==> src/rtl/addr8s_check_stage_if.sv <==
// Operand, adder-pin and result bundle for the addr8s check stage.
// slave = stage side, master = producer/adder/consumer side.
interface addr8s_check_stage_if #(
  parameter int ERR_CNT_W = 16
);
  logic                 in_valid;
  logic                 in_ready;
  logic [7:0]           in_a;
  logic [7:0]           in_b;
  logic [7:0]           add_a;
  logic [7:0]           add_b;
  logic [8:0]           add_o;
  logic                 out_valid;
  logic                 out_ready;
  logic [8:0]           out_sum;
  logic                 out_fault;
  logic [ERR_CNT_W-1:0] err_count;

  modport slave (
    input  in_valid, in_a, in_b, add_o, out_ready,
    output in_ready, add_a, add_b, out_valid,
    output out_sum, out_fault, err_count
  );

  modport master (
    output in_valid, in_a, in_b, add_o, out_ready,
    input  in_ready, add_a, add_b, out_valid,
    input  out_sum, out_fault, err_count
  );
endinterface

==> src/rtl/addr8s_check_stage.sv <==
// Capture-and-check stage for the 8-bit signed adders: drive, settle,
// sample, retry on mismatch, report sum plus fault flag.
module addr8s_check_stage #(
  parameter int SETTLE_CYCLES = 2,
  parameter int MAX_RETRY     = 2,
  parameter int ERR_CNT_W     = 16
) (
  input logic             clk,
  input logic             rst,
  addr8s_check_stage_if.slave bus
);

  typedef enum logic [1:0] {
    IDLE,
    SETTLE,
    CHECK,
    OUT
  } state_t;

  state_t               state_q, state_d;
  logic [7:0]           add_a_q, add_a_d;
  logic [7:0]           add_b_q, add_b_d;
  logic [8:0]           gold_q, gold_d;
  logic [3:0]           cnt_q, cnt_d;
  logic [2:0]           rty_q, rty_d;
  logic                 out_valid_q, out_valid_d;
  logic [8:0]           out_sum_q, out_sum_d;
  logic                 out_fault_q, out_fault_d;
  logic [ERR_CNT_W-1:0] err_q, err_d;

  localparam logic [3:0] CntLoad = 4'(SETTLE_CYCLES - 1);
  localparam logic [2:0] RtyMax  = 3'(MAX_RETRY);

  always_comb begin
    state_d     = state_q;
    add_a_d     = add_a_q;
    add_b_d     = add_b_q;
    gold_d      = gold_q;
    cnt_d       = cnt_q;
    rty_d       = rty_q;
    out_valid_d = out_valid_q;
    out_sum_d   = out_sum_q;
    out_fault_d = out_fault_q;
    err_d       = err_q;
    unique case (state_q)
      IDLE: begin
        if (bus.in_valid) begin
          add_a_d = bus.in_a;
          add_b_d = bus.in_b;
          gold_d  = {bus.in_a[7], bus.in_a}
                  + {bus.in_b[7], bus.in_b};
          cnt_d   = CntLoad;
          rty_d   = '0;
          state_d = SETTLE;
        end
      end
      SETTLE: begin
        if (cnt_q == '0) state_d = CHECK;
        else             cnt_d   = cnt_q - 4'd1;
      end
      CHECK: begin
        if (bus.add_o == gold_q) begin
          out_sum_d   = bus.add_o;
          out_fault_d = 1'b0;
          out_valid_d = 1'b1;
          state_d     = OUT;
        end else begin
          // Counter sticks at all ones instead of wrapping
          if (err_q != '1) err_d = err_q + 1'b1;
          if (rty_q < RtyMax) begin
            rty_d   = rty_q + 3'd1;
            cnt_d   = CntLoad;
            state_d = SETTLE;
          end else begin
            out_sum_d   = gold_q;
            out_fault_d = 1'b1;
            out_valid_d = 1'b1;
            state_d     = OUT;
          end
        end
      end
      OUT: begin
        if (bus.out_ready) begin
          out_valid_d = 1'b0;
          state_d     = IDLE;
        end
      end
      default: state_d = IDLE;
    endcase
  end

  always_ff @(posedge clk or posedge rst) begin
    if (rst) begin
      state_q     <= IDLE;
      add_a_q     <= '0;
      add_b_q     <= '0;
      gold_q      <= '0;
      cnt_q       <= '0;
      rty_q       <= '0;
      out_valid_q <= 1'b0;
      out_sum_q   <= '0;
      out_fault_q <= 1'b0;
      err_q       <= '0;
    end else begin
      state_q     <= state_d;
      add_a_q     <= add_a_d;
      add_b_q     <= add_b_d;
      gold_q      <= gold_d;
      cnt_q       <= cnt_d;
      rty_q       <= rty_d;
      out_valid_q <= out_valid_d;
      out_sum_q   <= out_sum_d;
      out_fault_q <= out_fault_d;
      err_q       <= err_d;
    end
  end

  // in_ready drops with rst itself, not just on the next edge
  assign bus.in_ready  = (state_q == IDLE) & ~rst;
  assign bus.add_a     = add_a_q;
  assign bus.add_b     = add_b_q;
  assign bus.out_valid = out_valid_q;
  assign bus.out_sum   = out_sum_q;
  assign bus.out_fault = out_fault_q;
  assign bus.err_count = err_q;

endmodule

==> src/flat_wrapper.sv <==
// flat-port wrapper written by rule: the top's interface ports become plain ports
module addr8s_check_stage_flat 
#(
  parameter int SETTLE_CYCLES = 2,
  parameter int MAX_RETRY     = 2,
  parameter int ERR_CNT_W     = 16
)
  (clk, rst, bus_in_valid, bus_in_a, bus_in_b, bus_add_o, bus_out_ready, bus_in_ready, bus_add_a, bus_add_b, bus_out_valid, bus_out_sum, bus_out_fault, bus_err_count);
  addr8s_check_stage_if #(.ERR_CNT_W(ERR_CNT_W)) bus_i ();
  input logic clk;
  input logic rst;
  input wire logic [$bits(bus_i.in_valid)-1:0] bus_in_valid;
  input wire logic [$bits(bus_i.in_a)-1:0] bus_in_a;
  input wire logic [$bits(bus_i.in_b)-1:0] bus_in_b;
  input wire logic [$bits(bus_i.add_o)-1:0] bus_add_o;
  input wire logic [$bits(bus_i.out_ready)-1:0] bus_out_ready;
  output wire logic [$bits(bus_i.in_ready)-1:0] bus_in_ready;
  output wire logic [$bits(bus_i.add_a)-1:0] bus_add_a;
  output wire logic [$bits(bus_i.add_b)-1:0] bus_add_b;
  output wire logic [$bits(bus_i.out_valid)-1:0] bus_out_valid;
  output wire logic [$bits(bus_i.out_sum)-1:0] bus_out_sum;
  output wire logic [$bits(bus_i.out_fault)-1:0] bus_out_fault;
  output wire logic [$bits(bus_i.err_count)-1:0] bus_err_count;
  assign bus_i.in_valid = bus_in_valid;
  assign bus_i.in_a = bus_in_a;
  assign bus_i.in_b = bus_in_b;
  assign bus_i.add_o = bus_add_o;
  assign bus_i.out_ready = bus_out_ready;
  assign bus_in_ready = bus_i.in_ready;
  assign bus_add_a = bus_i.add_a;
  assign bus_add_b = bus_i.add_b;
  assign bus_out_valid = bus_i.out_valid;
  assign bus_out_sum = bus_i.out_sum;
  assign bus_out_fault = bus_i.out_fault;
  assign bus_err_count = bus_i.err_count;
  addr8s_check_stage #(.SETTLE_CYCLES(SETTLE_CYCLES), .MAX_RETRY(MAX_RETRY), .ERR_CNT_W(ERR_CNT_W)) u_core (.clk(clk), .rst(rst), .bus(bus_i));
endmodule
==> config.mk <==
export PLATFORM = sky130hd
export DESIGN_NAME = addr8s_check_stage_flat
export DESIGN_NICKNAME = d
export VERILOG_FILES = /design/src/rtl/addr8s_check_stage_if.sv /design/src/rtl/addr8s_check_stage.sv /design/src/flat_wrapper.sv
export SDC_FILE = /design/constraint.sdc
export NUM_CORES = 1
export LEC_CHECK = 0
export ABC_AREA = 1
export BUFFER_PORTS_ARGS = -buffer_cell sky130_fd_sc_hd__buf_2
export CELL_PAD_IN_SITES_DETAIL_PLACEMENT = 0
export CELL_PAD_IN_SITES_GLOBAL_PLACEMENT = 2
export CORE_UTILIZATION = 29
export DETAILED_ROUTE_END_ITERATION = 6
export GPL_ROUTABILITY_DRIVEN = 0
export PLACE_DENSITY_LB_ADDON = 0.05
export SLEW_MARGIN = 10
export SYNTH_ARGS = -nofsm -noshare
export SYNTH_HDL_FRONTEND = slang
export SYNTH_SLANG_ARGS = --single-unit
==> constraint.sdc <==
create_clock -name clk -period 2.2 [get_ports clk]
set_clock_uncertainty 0.15 [all_clocks]
set_input_delay 0.55 -clock clk [delete_from_list [all_inputs] [get_ports clk]]
set_output_delay 0.55 -clock clk [all_outputs]
set_load 0.005 [all_outputs]
==> flow_metrics.py, run 1 <==
metrics = {
    "placement": {
        "io_buffers": 72,
        "place_ws_ps": -44.40,
        "postPlaceCellArea_um2": 4010,
        "dp_hpwl_um": 6346,
    },
    "sta": {
        "finalHoldViolations": 0,
        "setup_viol": 0,
        "slew_viol_final": 0,
        "fin_crit_sh_pct": 87.97,
        "fin_ws_ps": 264.6,
        "max_freq_ghz": 0.5167,
        "period_needed_ps": 1935,
        "rsz0062_at_grt": "false",
        "worst_pin_slew_ps": 523.9,
        "slew_headroom_pct": 65.07,
    },
    "clock_tree": {
        "cts_sinks": 61,
        "cts_inserted_buffers": 9,
        "cts_tree": "built",
        "postCtsHoldBufs": 0,
        "cts_root_buf": "clkbuf_16",
        "path_clk_slew_ps": 60,
        "cts_setup_buffers": 0,
        "clk_latency_ps": 340,
        "h-tree-depth": 3,
        "postCtsResizedCells": 0,
        "clockBufferDepth": 2,
    },
    "layout": {
        "fillers": 1251,
        "regArea_um2": 1526,
        "multi_input_area_um2": 1694,
        "num_antenna_cells": 0,
        "layout-drive-gt1-share_pct": 26.42,
        "fin_util_pct": 37.09,
        "final_nets": 549,
        "design_area_um2": 4289,
        "syn_to_final_growth_pct": 23.58,
    },
    "yosys": {
        "ys_types": 30,
        "synth_seq_area_share_pct": 43.98,
        "synth_nets": 467,
        "yosysWarnings": 0,
        "syn_inst": 425,
        "ys_ff_latch": 61,
        "yosys-mux-area-fraction_pct": 0,
        "synthTopCellsByArea": "dfrtp_1 (44%), nand2_1 (18%), xnor2_1 (4.5%), ha_1 (4.3%), inv_1 (4.2%)",
        "synth_top_family_by_area": "simple AND/OR/NAND/NOR gates",
        "synth_area_um2": 3471,
        "synth_top_area_share_pct": 43.98,
        "synth_fa_ha_area_share_pct": 4.903,
        "synth_compound_area_share_pct": 6.020,
        "yosys.area_share.simple_pct": 30.82,
        "synth_xor_area_share_pct": 7.066,
        "postSynthAreaPerCell_um2": 8.167,
        "yosysTopAreaCell": "dfrtp_1",
    },
    "setup_path": {
        "required_ps": 1500,
        "worstReg2RegStart": "u_core.state_q[0]",
        "r2r_end": "u_core.gold_q[2]",
        "critPathCaptureType": "primary output",
        "worstSetupStartpoint": "u_core.state_q[0]",
        "critPathLaunchType": "flip-flop",
        "cp_data_arrival_time_ps": 1240,
        "worstSetupEndpoint": "bus_in_ready",
        "worst-r2r-cell-count": 6,
        "r2r_slack_ps": 450,
        "crit_type": "reg2out",
        "critical_path.max_fanout": 5,
    },
    "status": {
        "status": "finished, violations left",
        "violations": "DRC",
    },
    "grt": {
        "grt_antenna_before_repair": 0,
        "grt_usage_pct": 15.56,
        "grt_max_degree": 49,
        "grt_pass1_vias": 3005,
        "grt_pass1_wl_um": 14910,
        "overflow": 0,
    },
    "power": {
        "swShare_pct": 36.63,
        "power.switching_mw": 1.771,
        "power.leakage_nw": 2.244,
        "p_int_mw": 3.063,
        "clkPwrFrac_pct": 27.8,
        "seqPwrFrac_pct": 37.8,
        "p_per_area_nw_per_um2": 1127,
        "ir_worst_vdd_mv": 0.4856,
        "combinationalPowerShare_pct": 34.5,
        "finalPower_mw": 4.834,
    },
    "drt": {
        "post_drt_wl_per_cell_um": 13.02,
        "drc": 7,
        "via_count": 2896,
        "drt_iter0_markers": 128,
        "final_antenna_net_count": 0,
        "dr.pass1.iters": 7,
        "drt_wl_total_um": 8518,
        "routed_via_density": 4.428,
    },
    "die": {
        "die_area_um2": 12410,
        "fp.dieW_um": 111.4,
        "ios": 73,
        "start_util_pct": 30.01,
        "row_count": 39,
        "fp.dieH_um": 111.4,
        "core_area_um2": 11560,
    },
    "flow_run": {
        "cap_viol_max_count": 0,
    },
    "min_path": {
        "hold_class": "in2async",
    },
}
## worst max-delay path, stage by stage (launching register included)
cell and delay, ps:
dfrtp_1 480, inv_2 140, nand2_2 80, nor2_1 80, buf_2 110
## through the flow
stage	std cells	setup TNS [ps]	hold WS, ps
final	654	0	52.15
after global routing	654	0	71.30
after CTS	654	0	54.14
after detailed placement	639	-44.40	307.5
after global placement	639	-2.369	301.4
after floorplan	425	0	291.9
## power groups by stage
| stage | Combinational (mW) | Sequential, mW | Clock [mW] |
|---|---|---|---|
| final | 1.67 | 1.83 | 1.34 |
| after detailed placement | 1.70 | 1.85 | 0 |
| after floorplan | 1.16 | 1.81 | 0 |
| after global routing | 1.94 | 1.89 | 1.44 |
| after CTS | 1.71 | 1.84 | 1.40 |
| after global placement | 1.70 | 1.84 | 0 |
## worst min-delay path by stage
stage	startpoint	end	slack, ps	cells past startpoint
after global routing	rst	u_core.state_q[1]	70	2
final	rst	u_core.state_q[1]	50	2
after global placement	u_core.bus.add_b[7]	u_core.bus.add_b[7]	300	2
after floorplan	u_core.cnt_q[1]	u_core.cnt_q[1]	290	2
after detailed placement	u_core.bus.add_a[6]	u_core.bus.add_a[6]	310	2
after CTS	rst	u_core.state_q[1]	50	2
## cells in the mapped netlist, drive strengths merged
cell type / count
xor2: 10
nand2: 173
or2: 2
ha: 12
fa: 1
nor3: 8
dfrtp: 61
nand3: 22
o21bai: 1
xnor2: 18
inv: 43
a21oi: 6
nand4: 9
nor2: 27
o21ai: 23
buf: 9
## kinds of logic after synthesis
group	after synthesis
buffers and inverters	52
adders and majority gates	13
xor gates and xnor gates	28
DFF	61
AOI/OAI and AO/OA	30
and+or+nand+nor	241
## cells in the final DEF (no fill, tap or decap), types with 3 or more instances in the layout
cell / Yosys / layout
inv_2: 4 / 4
clkbuf_16: 0 / 9
o21ai_0: 7 / 7
nand2_1: 163 / 163
a21oi_1: 6 / 6
nand3_1: 20 / 20
nor3_1: 7 / 7
nor2_1: 21 / 21
xnor2_1: 18 / 18
clkbuf_8: 0 / 3
nand4_1: 8 / 8
o21ai_2: 15 / 15
dfrtp_1: 61 / 61
ha_1: 12 / 12
inv_1: 39 / 38
buf_4: 2 / 6
buf_2: 2 / 72
xor2_1: 10 / 10
nand2_2: 9 / 9
nor2_2: 4 / 4
## cell type report
| cell class | count | area share (%) |
|---|---|---|
| multi-input combinational | 312 | 39.50 |
| clock buffer | 14 | 6.389 |
| tap | 143 | 4.172 |
| timing repair buffer | 80 | 10.39 |
| inverter | 43 | 3.851 |
| sequential | 61 | 35.59 |
| clock inverter | 1 | 0.1167 |
## metal layers
layer / vias to the layer above / part of all wire (%) / track usage, %
met5: - / 0 / 0
met4: 0 / 1.1 / 4.324
met3: 6 / 4.9 / 5.661
met2: 59 / 48 / 26.17
met1: 1335 / 46 / 18.73
li1: 1496 / - / -
## registers in the layout, indices dropped and copies added (netlist names)
name,flops
u_core.cnt_q,4
u_core.rty_q,3
u_core.bus.out_sum,9
u_core.gold_q,9
u_core.bus.add_b,8
u_core.bus.out_valid,1
u_core.state_q,2
u_core.bus.err_count,16
u_core.bus.out_fault,1
u_core.bus.add_a,8
Note: power is estimated with default switching activity, not from simulation.
==> inputs of run 2 (changes only) <==
Settings changed: CTS_CLUSTER_SIZE set to 25.
Clock period 2.2 ns to 1.7 ns, I/O delays scaled along.
==> run 2 against run 1 <==
Effect of this change:
- the run still ends with DRC left
- largest power group is now combinational cells
- critical path type unchanged
- utilization is 4.1 points higher
- largest cell class unchanged
- register-to-register slack got worse by 330 ps
- worst hold slack better by 110 ps
==> flow_metrics.py, run 2 (synthesized netlist as in run 1, its figures left out) <==
metrics = {
    "grt": {
        "grt_pass1_wl_um": 15090,
        "grt_max_degree": 35,
        "grt_usage_pct": 15.77,
        "grt_antenna_before_repair": 1,
        "grt_pass1_vias": 3125,
        "overflow": 0,
    },
    "layout": {
        "design_area_um2": 4767,
        "final_cells": 699,
        "fin_util_pct": 41.22,
        "largest_reg_flops": 16,
        "mostFrequentLayoutCells": "nand2_1 (160), buf_2 (72), dfrtp_1 (60)",
        "syn_to_final_growth_pct": 37.35,
        "final_common_cell": "nand2_1",
        "num_antenna_cells": 0,
        "final_nets": 593,
        "layout-drive-gt1-share_pct": 34.71,
    },
    "setup_path": {
        "worst-r2r-cell-count": 10,
        "critical_path.max_fanout": 3,
        "required_ps": 1120,
        "critPathCaptureType": "primary output",
        "critPathLaunchType": "flip-flop",
        "cp_data_arrival_time_ps": 1060,
        "crit_type": "reg2out",
    },
    "placement": {
        "place_ws_ps": -244.7,
        "place_inst": 676,
        "postPlaceCellArea_um2": 4342,
        "io_buffers": 72,
        "dp_hpwl_um": 6684,
    },
    "status": {
        "status": "finished, violations left",
        "violations": "DRC",
    },
    "sta": {
        "fin_ws_ps": 61.29,
        "period_needed_ps": 1639,
        "max_freq_ghz": 0.6102,
        "setup_viol": 0,
        "finalSetupTns_ps": 0,
        "worst_pin_slew_ps": 495.9,
        "rsz0062_at_grt": "true",
        "slew_headroom_pct": 66.89,
        "slew_viol_final": 0,
        "hold_slack_ps": 163.6,
        "fin_crit_sh_pct": 96.39,
        "finalHoldViolations": 0,
    },
    "drt": {
        "drt_wl_total_um": 8866,
        "final_antenna_net_count": 0,
        "drc": 8,
        "post_drt_wl_per_cell_um": 12.68,
        "dr.pass1.iters": 6,
        "via_count": 3043,
        "drt_iter0_markers": 79,
        "routed_via_density": 4.353,
    },
    "power": {
        "power.leakage_nw": 2.507,
        "finalPower_mw": 6.919,
        "p_per_area_nw_per_um2": 1451,
        "ir_worst_vdd_mv": 0.6063,
    },
    "die": {
        "fp.dieW_um": 111.4,
        "fp.dieH_um": 111.4,
        "core_area_um2": 11560,
        "row_count": 39,
        "ios": 73,
        "start_util_pct": 30.01,
        "die_area_um2": 12410,
    },
    "clock_tree": {
        "cts_tree": "built",
        "path_clk_slew_ps": 60,
        "cts_inserted_buffers": 9,
        "cts_root_buf": "clkbuf_16",
        "clockBufferDepth": 2,
        "h-tree-depth": 3,
        "clk_latency_ps": 330,
        "cts_sinks": 61,
    },
    "min_path": {
        "hold_class": "in2reg",
        "min_path_cells": 3,
    },
    "flow_run": {
        "cap_viol_max_count": 0,
    },
}
## run 2: what timing repair did
| action | 4_1_cts | 5_1_grt |
|---|---|---|
| buffers inserted | 3 | 3 |
| hold buffers | 1 | 0 |
| resized for setup | 1 | 10 |
| hold endpoints to repair | 9 | 0 |
| pin swaps | 0 | 4 |
| endpoints found under the setup margin | 2 | 25 |
## run 2: layout make-up
type	count	area (um^2)
tap	143	178.9
sequential	61	1528
inverter	43	165.2
clock inverter	4	70.07
clock buffer	12	256.5
multi-input combinational	312	1765
fill	1187	6798
timing repair buffer	124	803.3
## run 2: path summary, 6_finish.rpt
path	from	slack, ps	end
min in group asynchronous	rst	510	u_core.state_q[1]
min reg2reg	u_core.bus.add_a[7]	310	u_core.bus.add_a[7]
min	bus_in_a[6]	160	u_core.bus.add_a[6]
max reg2reg	u_core.gold_q[0]	120	u_core.bus.err_count[13]
max	u_core.state_q[0]	60	bus_in_ready
max in group asynchronous	rst	400	u_core.bus.add_a[1]
## run 2: report_power, final
| group | internal [mW] | switching [mW] | total, mW |
|---|---|---|---|
| Sequential | 1.96 | 0.364 | 2.33 |
| Combinational | 1.17 | 1.39 | 2.56 |
| Clock | 1.36 | 0.670 | 2.03 |
## run 2: metal layers
| metal | share of wire, % | vias to the layer above | wire length (um) | track usage [%] |
|---|---|---|---|---|
| li1 | - | 1586 | - | - |
| met2 | 48 | 57 | 4245 | 26.46 |
| met4 | 2.1 | 2 | 182 | 8.108 |
| met3 | 4.2 | 15 | 371 | 3.484 |
| met1 | 46 | 1383 | 4058 | 19.02 |
| met5 | 0.11 | - | 10 | 0 |
## run 2: critical path, stage by stage, from the launching register on
cell and delay [ps]:
dfrtp_2 400, inv_2 60, nand2_2 70, nor2_2 80, buf_2 110
